$ cat config.mk
export PLATFORM = sky130hd
export DESIGN_NAME = tl_demux
export DESIGN_NICKNAME = d
export VERILOG_FILES = /design/src/rtl/tl_pkg.sv /design/src/rtl/tl_pipe_reg.sv /design/src/rtl/tl_demux.sv
export SDC_FILE = /design/constraint.sdc
export NUM_CORES = 1
export LEC_CHECK = 0
export ABC_AREA = 1
export CAP_MARGIN = 25
export CORE_AREA = 2 2 201 203
export CTS_BUF_LIST = sky130_fd_sc_hd__clkbuf_4 sky130_fd_sc_hd__clkbuf_8
export CTS_CLUSTER_DIAMETER = 80
export DETAILED_ROUTE_END_ITERATION = 16
export DIE_AREA = 0 0 203 205
export MAX_ROUTING_LAYER = met4
export PLACE_DENSITY = 0.62
export REMOVE_ABC_BUFFERS = 1
export SLEW_MARGIN = 20
export SYNTH_ARGS = -nofsm -noshare
export SYNTH_HDL_FRONTEND = slang
export SYNTH_SLANG_ARGS = --single-unit
$ cat constraint.sdc
create_clock -name clk -period 2.1 [get_ports clk]
set_clock_uncertainty 0.05 [all_clocks]
set_input_delay 0.21 -clock clk [delete_from_list [all_inputs] [get_ports clk]]
set_output_delay 0.21 -clock clk [all_outputs]
set_load 0.01 [all_outputs]
$ cat src/rtl/tl_pkg.sv
// Shared TileLink D-channel definitions for the xbar: opcodes, field widths,
// the beats-per-message helper and the demux FSM state type.
package tl_pkg;

    localparam int unsigned OPC_W  = 3;
    localparam int unsigned SIZE_W = 4;

    localparam logic [OPC_W-1:0] ACCESS_ACK      = 3'd0;
    localparam logic [OPC_W-1:0] ACCESS_ACK_DATA = 3'd1;
    localparam logic [OPC_W-1:0] GRANT           = 3'd4;
    localparam logic [OPC_W-1:0] GRANT_DATA      = 3'd5;
    localparam logic [OPC_W-1:0] RELEASE_ACK     = 3'd6;

    typedef enum logic [0:0] {
        ST_IDLE  = 1'b0,
        ST_BURST = 1'b1
    } demux_state_e;

    // Beats in a message: data-carrying opcodes span 2^(size-beat_lg2) beats.
    function automatic logic [15:0] tl_beats(input logic [OPC_W-1:0]  opcode,
                                             input logic [SIZE_W-1:0] size,
                                             input int unsigned       beat_lg2);
        logic [15:0] n;
        n = 16'd1;
        if ((opcode == ACCESS_ACK_DATA || opcode == GRANT_DATA) && 32'(size) > beat_lg2) begin
            n = 16'd1 << (32'(size) - beat_lg2);
        end
        return n;
    endfunction

endpackage

$ cat src/rtl/tl_pipe_reg.sv
// One-entry pipelined valid/ready register: accepts a new beat in the same
// cycle the held one leaves, so a stream runs at one beat per cycle.
module tl_pipe_reg #(
    parameter int unsigned W = 8
) (
    input  logic         clk,
    input  logic         rst_n,
    input  logic         valid_i,
    output logic         ready_o,
    input  logic [W-1:0] data_i,
    output logic         valid_o,
    input  logic         ready_i,
    output logic [W-1:0] data_o
);

    logic         full_q;
    logic         full_d;
    logic [W-1:0] data_q;
    logic [W-1:0] data_d;
    logic         fire_in;

    always_comb begin
        ready_o = ~full_q | ready_i;
        fire_in = valid_i & ready_o;
        full_d  = fire_in | (full_q & ~ready_i);
        data_d  = fire_in ? data_i : data_q;
    end

    always_ff @(posedge clk or negedge rst_n) begin
        if (!rst_n) begin
            full_q <= 1'b0;
            data_q <= '0;
        end else begin
            full_q <= full_d;
            data_q <= data_d;
        end
    end

    assign valid_o = full_q;
    assign data_o  = data_q;

endmodule

$ cat src/rtl/tl_demux.sv
// 1:N TileLink D-channel router: decodes the sink from the first beat of a
// message and keeps multi-beat messages locked to that sink until the last beat.
module tl_demux
    import tl_pkg::*;
#(
    parameter int unsigned N        = 4,
    parameter int unsigned DATA_W   = 100,
    parameter int unsigned DEST_LSB = 0,
    parameter int unsigned OPC_LSB  = 97,
    parameter int unsigned SIZE_LSB = 93,
    parameter int unsigned BEAT_LG2 = 3
) (
    input  logic                  clk,
    input  logic                  rst_n,
    input  logic                  valid_i,
    output logic                  ready_o,
    input  logic [DATA_W-1:0]     data_i,
    output logic [N-1:0]          valid_o,
    input  logic [N-1:0]          ready_i,
    output logic [N*DATA_W-1:0]   data_o,
    output logic                  decode_err_o
);

    localparam int unsigned DEST_W = $clog2(N);
    localparam int unsigned CNT_W  = 16 - BEAT_LG2;

    logic                held_valid;
    logic [DATA_W-1:0]   held;
    logic                out_done;

    logic [DEST_W-1:0]   dest_fld;
    logic [DEST_W-1:0]   dest;
    logic [OPC_W-1:0]    opc;
    logic [SIZE_W-1:0]   size;
    logic                bad_fld;
    logic                bad_eff;
    logic                locked;
    logic                sel_ready;
    logic [CNT_W-1:0]    beats_first;

    demux_state_e        state_q, state_d;
    logic [DEST_W-1:0]   dest_q, dest_d;
    logic [CNT_W-1:0]    beats_left_q, beats_left_d;
    logic                drop_q, drop_d;
    logic                err_q, err_d;

    tl_pipe_reg #(.W(DATA_W)) u_in_reg (
        .clk     (clk),
        .rst_n   (rst_n),
        .valid_i (valid_i),
        .ready_o (ready_o),
        .data_i  (data_i),
        .valid_o (held_valid),
        .ready_i (out_done),
        .data_o  (held)
    );

    // Route decode: first beat decodes its own field, followers reuse the lock.
    always_comb begin
        dest_fld    = held[DEST_LSB +: DEST_W];
        opc         = held[OPC_LSB +: OPC_W];
        size        = held[SIZE_LSB +: SIZE_W];
        bad_fld     = 32'(dest_fld) >= N;
        beats_first = CNT_W'(tl_beats(opc, size, BEAT_LG2));
        locked      = (state_q == ST_BURST);
        dest        = locked ? dest_q : dest_fld;
        bad_eff     = locked ? drop_q : bad_fld;

        valid_o   = '0;
        sel_ready = 1'b0;
        for (int unsigned k = 0; k < N; k++) begin
            if (32'(dest) == k) begin
                valid_o[k] = held_valid & ~bad_eff;
                sel_ready  = ready_i[k];
            end
        end
        // Dropped beats drain without waiting on any sink.
        out_done = held_valid & (bad_eff | sel_ready);
    end

    always_comb begin
        state_d      = state_q;
        dest_d       = dest_q;
        beats_left_d = beats_left_q;
        drop_d       = drop_q;
        err_d        = 1'b0;
        case (state_q)
            ST_IDLE: begin
                if (out_done) begin
                    err_d = bad_fld;
                    if (beats_first > CNT_W'(1)) begin
                        state_d      = ST_BURST;
                        dest_d       = dest_fld;
                        beats_left_d = beats_first - CNT_W'(1);
                        drop_d       = bad_fld;
                    end
                end
            end
            ST_BURST: begin
                if (out_done) begin
                    beats_left_d = beats_left_q - CNT_W'(1);
                    if (beats_left_q == CNT_W'(1)) begin
                        state_d = ST_IDLE;
                    end
                end
            end
            default: state_d = ST_IDLE;
        endcase
    end

    always_ff @(posedge clk or negedge rst_n) begin
        if (!rst_n) begin
            state_q      <= ST_IDLE;
            dest_q       <= '0;
            beats_left_q <= '0;
            drop_q       <= 1'b0;
            err_q        <= 1'b0;
        end else begin
            state_q      <= state_d;
            dest_q       <= dest_d;
            beats_left_q <= beats_left_d;
            drop_q       <= drop_d;
            err_q        <= err_d;
        end
    end

    assign data_o       = {N{held}};
    assign decode_err_o = err_q;

endmodule

==> qor.txt <==
TritonRoute pass-1 iters: 5
async set-or-reset flop fraction in the synthesized netlist: 100%
Power Density: 1860 nW/um^2
CP Launch Type: flip-flop
fin util: 32.4%
top cells by count, synth: 309 x buf_4, 293 x nand2_1, 135 x nand3_1
Starting Density: 19.9%
Seq/Total Area, Yosys: 37.4%
Setup crit end kind: flip-flop
ys flop type: dfrtp_1
dominant cells by area after synthesis: dfrtp_1 37%, buf_4 30%, nand2_1 14%
Worst Hold Class: in2reg
cell area after synthesis: 7830 um^2
critical path class: reg2reg
final cell count without fillers: 1,820
drt drc: 0
Sink Count: 117
Tmin final: 2150 ps
Worst Path Required: 2390 ps
worst stage delay on the critical path: 420 ps
nets: 1,395
critical-path cell list: ha_4, buf_4, nand3_1, nor2_2, nand2_2, nand2_2, nor2_4, nand3_2, nand3_4, buf_8, nand3_1, nand2_1
setup TNS: -436 ps
fmax: 464 MHz
final design area excluding fillers: 12,700 um^2
wire length per cell: 17.6 um
slew at the pin closest to its max-slew limit: 518 ps
HPWL after detailed placement: 22.3 mm
final slew viol count: 0
Hold Violations, Final: 0
# rows: 73
Avg Inst Size Synth: 7.69 um^2
RSZ-0062 raised after global routing: true
MaxCap Viol Count: 0
outcome: complete, but fails checks
max_slew headroom: 65.5%
Worst Setup SP: u_in_reg.data_o[93]
Num CTS Buffers: 17
most common cell in the synthesized netlist: buf_4
initial antenna violation count: 2
pin count of the biggest net entering global routing: 96
P_leak: 5.75 nW
die width: 203 um
first-pass GRT wire length: 42.2 mm
Buf+Inv Stages, Crit Path: 2
VDD IR-drop max: 1.19 mV
EDFF count, synth: 0
CTS H-tree depth: 4
hold path start: valid_i
initial DRC count: 367
IO Count: 513
Distinct cells, synth: 31
post-placement cell count: 1,765
vias in the first global route: 7,005
Synth top area share: 37.4%
CTS tree: built
worst-path maximum fanout: 7
failing checks: setup timing
slowest cell on the critical path: dfrtp_1
WL final: 32.0 mm
P&R area growth vs syn: 62.9%
Die ar.: 41,600 um^2
CTS clk-pin slew, worst paths: 70 ps
Post-DP Area: 11,600 um^2
GRT overflow: 0
cell count after synthesis: 1,017
Tcrit/Tclk final: 103%
via count: 7,260
synth warn: 0
vias per cell: 3.99
Power Total: 23.7 mW
I/O Buffers: 511
total track usage: 13.8%
CTS Root Cell: clkbuf_8
GP Congestion: 0.849
Clock Tree Buf Depth: 2
CP top delay family: simple AND/OR/NAND/NOR gates
WHS: 193 ps
leading area contributor after synthesis: dfrtp_1
Data arrival, critical path: 2440 ps
worst r2r src: u_in_reg.data_o[93]
share of layout cells above drive strength 1: 15.3%
Synth Register Bits: 117
worst slack, placed: -139 ps
Final ANT Viol Nets: 0
core box area: 39,400 um^2
worst setup margin: -53.2 ps
Final setup viols: 14
Die Y-Extent: 205 um
clock latency at the later pin of the worst-skew pair: 460 ps
-- where the power goes --
part           leakage (nW)  internal [mW]  switching, mW
Combinational          4.12           8.87           7.41
Clock                 0.197           1.21          0.946
Sequential             1.44           3.33           1.91
-- routing by layer --
layer / wire length (um) / GRT usage, % / part of all wire, % / vias to the layer above
met3: 1960 / 3.95 / 6.1 / 20
met5: 0 / - / 0 / -
li1: - / - / - / 3420
met2: 16700 / 23.1 / 52 / 274
met4: 356 / 3.05 / 1.1 / 0
met1: 13000 / 16.5 / 41 / 3546
-- final timing paths --
check | slack (ps) | depth (start not counted) | to
max | -50 | 12 | beats_left_q[3]
min | 190 | 3 | u_in_reg.data_o[58]
max reg2reg | -50 | 12 | beats_left_q[3]
min reg2reg | 480 | 2 | dest_q[1]
max in group asynchronous | 1190 | 3 | u_in_reg.data_o[39]
min in group asynchronous | 230 | 2 | u_in_reg.data_o[78]
-- layout make-up --
cell class | count | area (um^2)
diodes | 1 | 2.50
clock buffers | 20 | 263
clock inverters | 10 | 133
fillers | 4016 | 26600
inverters | 38 | 145
multi-input cells | 526 | 2690
flip-flops and latches | 117 | 2930
well taps | 525 | 657
repair buffers | 583 | 5920
-- cells by family after synthesis --
family,synth area share [%]
buffers and inverters,33.0
flip-flops,37.4
adder cells (fa/ha/maj),0.799
XOR/XNOR,0.560
AO/OA/AOI/OAI,2.03
AND/OR/NAND/NOR,26.1
other,0.0479
-- cells in the final DEF (no fill, tap or decap), types with 3 or more instances in the layout --
cell type,instances
a21oi_1,8
buf_12,6
buf_4,49
buf_6,9
bufinv_16,3
clkbuf_16,7
clkbuf_8,18
clkdlybuf4s50_1,504
clkinv_2,4
clkinvlp_4,3
dfrtp_1,116
dlygate4sd2_1,4
inv_1,29
inv_2,8
nand2_1,256
nand2_2,33
nand2_4,5
nand3_1,120
nand3_2,14
nand3b_1,3
nor2_1,28
nor2_2,10
nor2_4,7
nor3_1,4
o21ai_0,9
o21ai_4,3
xor2_1,3
-- sequential cells by signal (all words and copies together) (netlist names) --
register and count:
locked 1, u_in_reg.data_o 100, beats_left_q 13, u_in_reg.valid_o 1
dest_q 2
-- worst min-delay path, stage by stage --
cell     delay [ps]
buf_4           260
nand3_1         140
nand2_1          50
-- repair_timing --
action	CTS	global route
setup endpoints to repair	22	102
gates cloned	2	10
hold buffers	1	0
pin swaps	8	33
setup buffers	1	10
gates resized for setup	30	93
endpoints found under the hold margin	43	0
No activity file was read; power rests on OpenSTA's default activity.
